--- src/rtl/instruction_fetch_unit.sv ---
// Front end of the single-issue core: owns the PC, addresses instruction memory
// and registers the returned word into IF/ID with stall, redirect and flush handling.
module instruction_fetch_unit #(
  parameter logic [31:0] RESET_PC  = 32'h0000_0000,
  parameter logic [31:0] NOP_INSTR = 32'h0000_0013,
  parameter logic [31:0] PC_STEP   = 32'd4
) (
  input  logic        clk,
  input  logic        rst,
  input  logic        stall,
  input  logic        redirect,
  input  logic [31:0] redirect_target,
  input  logic        flush,
  output logic [31:0] read_address,
  input  logic [31:0] instruction_out,
  output logic [31:0] if_id_pc,
  output logic [31:0] if_id_pc_plus4,
  output logic [31:0] if_id_instr,
  output logic        if_id_valid,
  output logic        misaligned_redirect,
  output logic [31:0] fetch_count
);

  localparam logic [0:0] BOOT = 1'b0;
  localparam logic [0:0] RUN  = 1'b1;

  logic [0:0]  state_q, state_d;
  logic [31:0] pc_q, pc_d;
  logic [31:0] if_id_pc_q, if_id_pc_d;
  logic [31:0] if_id_pc_plus4_q, if_id_pc_plus4_d;
  logic [31:0] if_id_instr_q, if_id_instr_d;
  logic        if_id_valid_q, if_id_valid_d;
  logic        misaligned_q, misaligned_d;
  logic [31:0] fetch_count_q, fetch_count_d;

  // Redirect beats stall beats sequential fetch; BOOT spends the reset-release edge idle.
  always_comb begin
    state_d          = state_q;
    pc_d             = pc_q;
    if_id_pc_d       = if_id_pc_q;
    if_id_pc_plus4_d = if_id_pc_plus4_q;
    if_id_instr_d    = if_id_instr_q;
    if_id_valid_d    = if_id_valid_q;
    misaligned_d     = 1'b0;
    fetch_count_d    = fetch_count_q;

    if (state_q == BOOT) begin
      state_d = RUN;
    end else if (redirect) begin
      pc_d          = {redirect_target[31:2], 2'b00};
      if_id_instr_d = NOP_INSTR;
      if_id_valid_d = 1'b0;
      misaligned_d  = (redirect_target[1:0] != 2'b00);
    end else if (stall) begin
      if (flush) begin
        if_id_instr_d = NOP_INSTR;
        if_id_valid_d = 1'b0;
      end
    end else begin
      pc_d             = pc_q + PC_STEP;
      if_id_pc_d       = pc_q;
      if_id_pc_plus4_d = pc_q + PC_STEP;
      if_id_instr_d    = flush ? NOP_INSTR : instruction_out;
      if_id_valid_d    = ~flush;
      if (!flush) begin
        fetch_count_d = fetch_count_q + 32'd1;
      end
    end
  end

  always_ff @(posedge clk or posedge rst) begin
    if (rst) begin
      state_q          <= BOOT;
      pc_q             <= RESET_PC;
      if_id_pc_q       <= RESET_PC;
      if_id_pc_plus4_q <= RESET_PC + PC_STEP;
      if_id_instr_q    <= NOP_INSTR;
      if_id_valid_q    <= 1'b0;
      misaligned_q     <= 1'b0;
      fetch_count_q    <= 32'd0;
    end else begin
      state_q          <= state_d;
      pc_q             <= pc_d;
      if_id_pc_q       <= if_id_pc_d;
      if_id_pc_plus4_q <= if_id_pc_plus4_d;
      if_id_instr_q    <= if_id_instr_d;
      if_id_valid_q    <= if_id_valid_d;
      misaligned_q     <= misaligned_d;
      fetch_count_q    <= fetch_count_d;
    end
  end

  assign read_address        = pc_q;
  assign if_id_pc            = if_id_pc_q;
  assign if_id_pc_plus4      = if_id_pc_plus4_q;
  assign if_id_instr         = if_id_instr_q;
  assign if_id_valid         = if_id_valid_q;
  assign misaligned_redirect = misaligned_q;
  assign fetch_count         = fetch_count_q;

endmodule

--- config.mk ---
export PLATFORM = sky130hd
export DESIGN_NAME = instruction_fetch_unit
export DESIGN_NICKNAME = d
export VERILOG_FILES = /design/src/rtl/instruction_fetch_unit.sv
export SDC_FILE = /design/constraint.sdc
export NUM_CORES = 1
export LEC_CHECK = 0
export CORE_AREA = 5 5 130 132
export DETAILED_ROUTE_END_ITERATION = 10
export DIE_AREA = 0 0 135 137
export HOLD_SLACK_MARGIN = 0.12
export PLACE_DENSITY = 0.87
export SYNTH_ARGS = -nofsm -noshare
export SYNTH_HDL_FRONTEND = slang
export SYNTH_SLANG_ARGS = --single-unit
--- constraint.sdc ---
create_clock -name clk -period 6.49 [get_ports clk]
set_input_delay 0.9735 -clock clk [delete_from_list [all_inputs] [get_ports clk]]
set_output_delay 0.9735 -clock clk [all_outputs]
set_load 0.1 [all_outputs]
=== Word-level counts from Yosys, hierarchy flattened ===
Cells that the tools add are included.

* Flip-flop bits (word level): 163
* Input bits: 69
* Output and inout bits: 162
* Word-level logic and storage cells: 31

* Add/sub/neg operators: 2
* Equal/unequal tests: 2
* Mux-type cells: 11
* Bitwise operators: 3
* Reductions and logical operators: 5

{| class="wikitable"
|+ Operators by type and width
! operator !! number
|-
| 2-to-1 mux 32 bit || 6
|-
| adder 32 x 1 -> 32 bit, second input constant || 1
|-
| adder 32 x 3 -> 32 bit, second input constant || 1
|-
| 2-to-1 mux 1 bit || 5
|-
| AND reduction 2 bit || 2
|-
| AND reduction 4 bit || 1
|-
| != test 3 x 1 -> 1 bit, second input constant || 1
|-
| inverter 1 bit || 3
|-
| AND reduction 3 bit || 1
|-
| != test 2 x 1 -> 1 bit, second input constant || 1
|-
| nonzero test 2 bit || 1
|}

=== Logic depth before layout (Yosys ltp) ===
* Word-level depth: 3
* Mapped depth: 8
* Mapped depth without buffers: 6

=== Least setup slack after synthesis ===
OpenSTA, ideal clock, no wires.

* Path type: reg2reg
* Start point: reg pc_q[4] (netlist: read_address[4])
* End point: reg pc_q[31] (netlist: read_address[31])
* Setup time: 0.168 ns
* Arrival time: 2.683 ns
* Data required time: 6.322 ns
* Setup slack: 3.639 ns
* Stages on the path, launching flop included: 8
* Path buffers: 2
* Path through: dfrtp_1 buf_2 nand4_2 or4_1 clkbuf_1 nor4_2 nand3b_1 o211ai_1

* Longest elaborated chain between the ends: 3

{| class="wikitable"
|+ Ends and longest elaborated chain
! element !! RTL line !! source
|-
| from (decl) || 28 || <nowiki>logic [31:0] pc_q, pc_d;</nowiki>
|-
| from (signal assigned) || 83 || <nowiki>pc_q <= pc_d;</nowiki>
|-
| adder 32 x 3 -> 32 bit || 60 || <nowiki>pc_d = pc_q + PC_STEP;</nowiki>
|-
| 2-to-1 mux 32 bit || 54 || <nowiki>end else if (stall) begin</nowiki>
|-
| 2-to-1 mux 32 bit || 49 || <nowiki>end else if (redirect) begin</nowiki>
|}

No other way between the ends. The select of a mux whose other input is x is not followed.
A chain may end at the register's enable or synchronous reset.

=== Worst setup path in the final report ===
* Start point: in stall
* End point: reg pc_q[25] (netlist: read_address[25])

* Longest elaborated chain between the ends: 2

{| class="wikitable"
|+ Ends and longest elaborated chain
! element !! RTL line !! source
|-
| from (decl) || 10 || <nowiki>input logic stall,</nowiki>
|-
| != test 2 x 1 -> 1 bit (no source line) || n/a ||
|-
| AND reduction 2 bit (no source line) || n/a ||
|}

No other way between the ends.

==> results <==
- The run finished with clean final reports.
- The first global-routing pass estimated 34000 µm of wire.
- The final number of max-transition violations is 0.
- The number of gates resized after CTS was 0.
- The min-delay analysis places its worst path in the category reg -> reg.
- The remaining antenna violation count after routing is 0.
- In this run the worst setup path begins at stall.
- The number of vias per cell is 5.59.
- A synthesized cell averages 9.73 µm².
- The launch point of the worst hold path is if_id_pc[3]$_DFFE_PP0P_.
- The setup slack on the worst flop-to-flop path is around 3.6 ns.
- The portion of the clock cycle consumed by the worst path in the final layout is between 50% and 60%.
- Sorting the synthesized cells by area gives the leading types as sky130_fd_sc_hd__dfrtp_1, sky130_fd_sc_hd__nand2_1, sky130_fd_sc_hd__xnor2_1, sky130_fd_sc_hd__a22o_1, sky130_fd_sc_hd__o21ai_0.
- Sorting the synthesized cells by how often they occur yields sky130_fd_sc_hd__nand2_1, sky130_fd_sc_hd__dfrtp_1, sky130_fd_sc_hd__o21ai_0.
- The synthesis-stage register bit count is 157.
- Port buffering added between 200 and 250 buffers.
- The most frequent cell after synthesis is sky130_fd_sc_hd__nand2_1.
- Hold is met by about 0.48 ns.
- In the routed design, unresolved DRC markers number 0.
- The count of flip-flops with a built-in enable after synthesis is 0.
- The number of DRC markers after the initial detailed-route iteration is just under 600.
- In this run the clock root is driven by a sky130_fd_sc_hd__clkbuf_16.
- The number of warnings reported in the yosys synthesis log is 0.
- For this run, the slowest stage of the critical path takes 0.73 ns.
- The mapped netlist covers 7160 µm².
- The share of the Yosys chip area taken by registers is 54.9%.
- The proportion of layout cells with a drive suffix above 1 is 5.58%.
- The final net count is 1008.
- For the pin with the worst max-slew slack, the measured transition is ~1.1 ns.
- The critical path is of the in -> reg type.
- The dominant combinational cell family by area after synthesis is simple AND/OR/NAND/NOR gates.
- Clock latency on the worst-skew pair, taken at its later pin, is around 0.43 ns.
- The post-synthesis to final-layout area growth is 42.2%.
- The number of standard cells after synthesis is around 740.
- The minimum period implied by the final worst setup slack is between 3 and 4 ns.
- After clock tree synthesis, the setup repair step added 0 buffers.
- Data arrives at the worst endpoint at approximately 3.6 ns.
- The largest vdd supply drop is 0.000204 V.
- The synthesized netlist devotes 12.8% of its cell area to compound gates.
- The sum of net half-perimeters after detailed placement is 15400 µm.
- The number of top-level design ports is roughly 230.
- The synthesized netlist devotes 0.349% of its cell area to adder and majority cells.
- The number of CTS-inserted buffers is 17.
- Of the total synthesized cell area, the portion taken by AND, OR, NAND and NOR gates is 20.9%.
- The number of antenna violations at the first check in global routing was 0.
- The pre-CTS worst setup slack is between 2 and 3 ns.
- The congestion estimate from routability-driven global placement came to 0.913.
- The vias after detailed routing is 6515.
- The antenna diode instance count is 0.
- Setup repair after global routing left no endpoint under its margin.
- The routed length per instance is 18.9 µm.
- TritonCTS built the clock tree.
- The chip width is 135 µm.
- In the final timing run, aggregate negative setup slack is 0 ns.
- Across the run, the number of max-cap violations was 0.
- The worst slew margin relative to its limit is ~25%.
- Entering global routing, the biggest net connects 110 pins.
- The residual overflow from global routing is 0.
- The final cell area excluding filler cells is ~10000 µm².
- The final hold violation count is 0.
- Summed over its instances, the top area cell type makes up 53.5% of the synthesized netlist area.
- After clock tree synthesis, the clock-pin slew on the worst setup and hold paths is roughly 0.060 ns.
- The cell type of the slowest stage on the worst timing path is sky130_fd_sc_hd__or4_1.
- In this run the static leakage power is 0.00438 µW.
- The worst setup path is launched from an input pin.
- The number of distinct standard cells referenced by the synthesized netlist is 54.
- The number of sinks driven by the clock tree is 157.
- Of all nets on the critical path, the largest fanout is 98.
- The commonest register cell after synthesis is sky130_fd_sc_hd__dfrtp_1.
- Data on the critical path is required at its endpoint by 6.80 ns.
- The die footprint is 18500 µm².
- The iteration count of the initial detailed-routing pass is 6.
- The area share of xor/xnor cells in the synthesized design is under 10%.
- The worst setup path is captured at a register.
- The final layout contains routed wiring with a total length of 22000 µm.
- The total number of H-tree levels is 4.
- The starting density of the core is around 46%.
- The overall track demand over capacity in global routing is 23.4%.
- On the final layout, the worst clock skew is 0.00868 ns.
- The launch instance of the worst register-to-register path is read_address[2]$_DFFE_PP0P_.
- Traced cell by cell, the critical path runs through clkdlybuf4s50_1, nor2_1, nand2_4, or4_1, o311ai_0.
- The maximum clock insertion buffer count is 2.
- The total of hold buffers inserted after clock tree synthesis is 0.
- Counting the fill cells in the layout gives 1188.
- The worst-case setup margin in the final layout is ~3.2 ns.
- The cell type with the highest aggregate area in the netlist is sky130_fd_sc_hd__dfrtp_1.
- The standard-cell row count is 46.
- Once placement finished, the instance area stood at 9530 µm².
- The total power per unit cell area is about 380 nW/µm².
- The number of global-route vias before repair is 6423.
- The achievable clock frequency is a little over 0.3 GHz.
- The fraction of synthesized area in multiplexers is 0.716%.
- The count of endpoints failing setup in the final report is 0.
- The fraction of synthesis flops using an asynchronous set or reset pin is 100%.
- The total area inside the core boundary comes to 15600 µm².
- The die outline height is 137 µm.
-- worst paths after layout --
path	endpoint	cells past startpoint
max	read_address[25]$_DFFE_PP0P_	5
min	if_id_pc[3]$_DFFE_PP0P_	2
max reg2reg	read_address[16]$_DFFE_PP0P_	6
min reg2reg	if_id_pc[3]$_DFFE_PP0P_	2
max in group asynchronous	if_id_pc_plus4[9]$_DFFE_PP0P_	3
min in group asynchronous	if_id_instr[8]$_DFFE_PP0P_	2
-- report_power, final --
part / internal [µW] / switching [µW]
clock network: 697 / 418
registers: 1110 / 140
logic: 340 / 1210
-- cell type report --
cell class                 count  area (µm²)  share of cell area, %
timing repair buffer         231        2290                   22.5
tap                          216         270                   2.65
clock buffer                  19         443                   4.35
inverter                       8        35.0                  0.344
sequential                   157        3930                   38.6
clock inverter                13         213                   2.09
multi-input combinational    522        3000                   29.5
-- registers in the layout (all words and copies together) (netlist names) --
| register | flops |
|---|---|
| state_q | 1 |
| if_id_instr | 32 |
| read_address | 30 |
| misaligned_redirect | 1 |
| if_id_valid | 1 |
| fetch_count | 32 |
| if_id_pc_plus4 | 30 |
| if_id_pc | 30 |
-- worst max-delay path: cells and delay by family --
kind            cells  cell delay, ns
compound gates      1            0.12
buf+inv             1            0.64
simple gates        3            1.86
-- cells by family after synthesis --
| family | count (synthesis) |
|---|---|
| adder cells (fa/ha/maj) | 2 |
| AO/OA/AOI/OAI | 137 |
| XOR/XNOR | 54 |
| multiplexers | 5 |
| other | 2 |
| flip-flops | 157 |
| buffers and inverters | 62 |
| AND/OR/NAND/NOR | 317 |
-- cell usage in the layout (no fill, tap or decap), types with 8 or more instances in the layout --
master                            Yosys  final
sky130_fd_sc_hd__nor2_1              32     32
sky130_fd_sc_hd__nand4_1             23     23
sky130_fd_sc_hd__and4_1               8      8
sky130_fd_sc_hd__xor2_1              19     19
sky130_fd_sc_hd__and3_1               9      9
sky130_fd_sc_hd__a22o_1              29     29
sky130_fd_sc_hd__a21oi_1             23     22
sky130_fd_sc_hd__nand3_1             41     41
sky130_fd_sc_hd__o21ai_0             44     43
sky130_fd_sc_hd__clkbuf_16            0     17
sky130_fd_sc_hd__dfrtp_1            153    153
sky130_fd_sc_hd__nor3_1              11     11
sky130_fd_sc_hd__xnor2_1             35     35
sky130_fd_sc_hd__nand2_1            162    161
sky130_fd_sc_hd__clkdlybuf4s50_1      0    223
-- per-stage QoR --
stage               total power, µW  std cells  utilization, %
global route                   4030       1166            65.3
detailed placement             2810       1134            61.1
floorplan                      2400        741               -
CTS                            3920       1166            65.3
global placement               2790       1134            61.1
finish                         3910       1166            65.3
-- metal layers --
metal  part of all wire, %  vias to the layer above  routed length (µm)  global-route usage (%)
met5                     0                        -                   0                       0
met2                    48                      317               10500                    37.4
met1                    41                     3148                8970                    30.4
li1                      -                     2977                   -                       -
met4                   3.8                        0                 847                    10.6
met3                   7.8                       73                1720                    5.77
No activity file was read; power rests on OpenSTA's default activity.
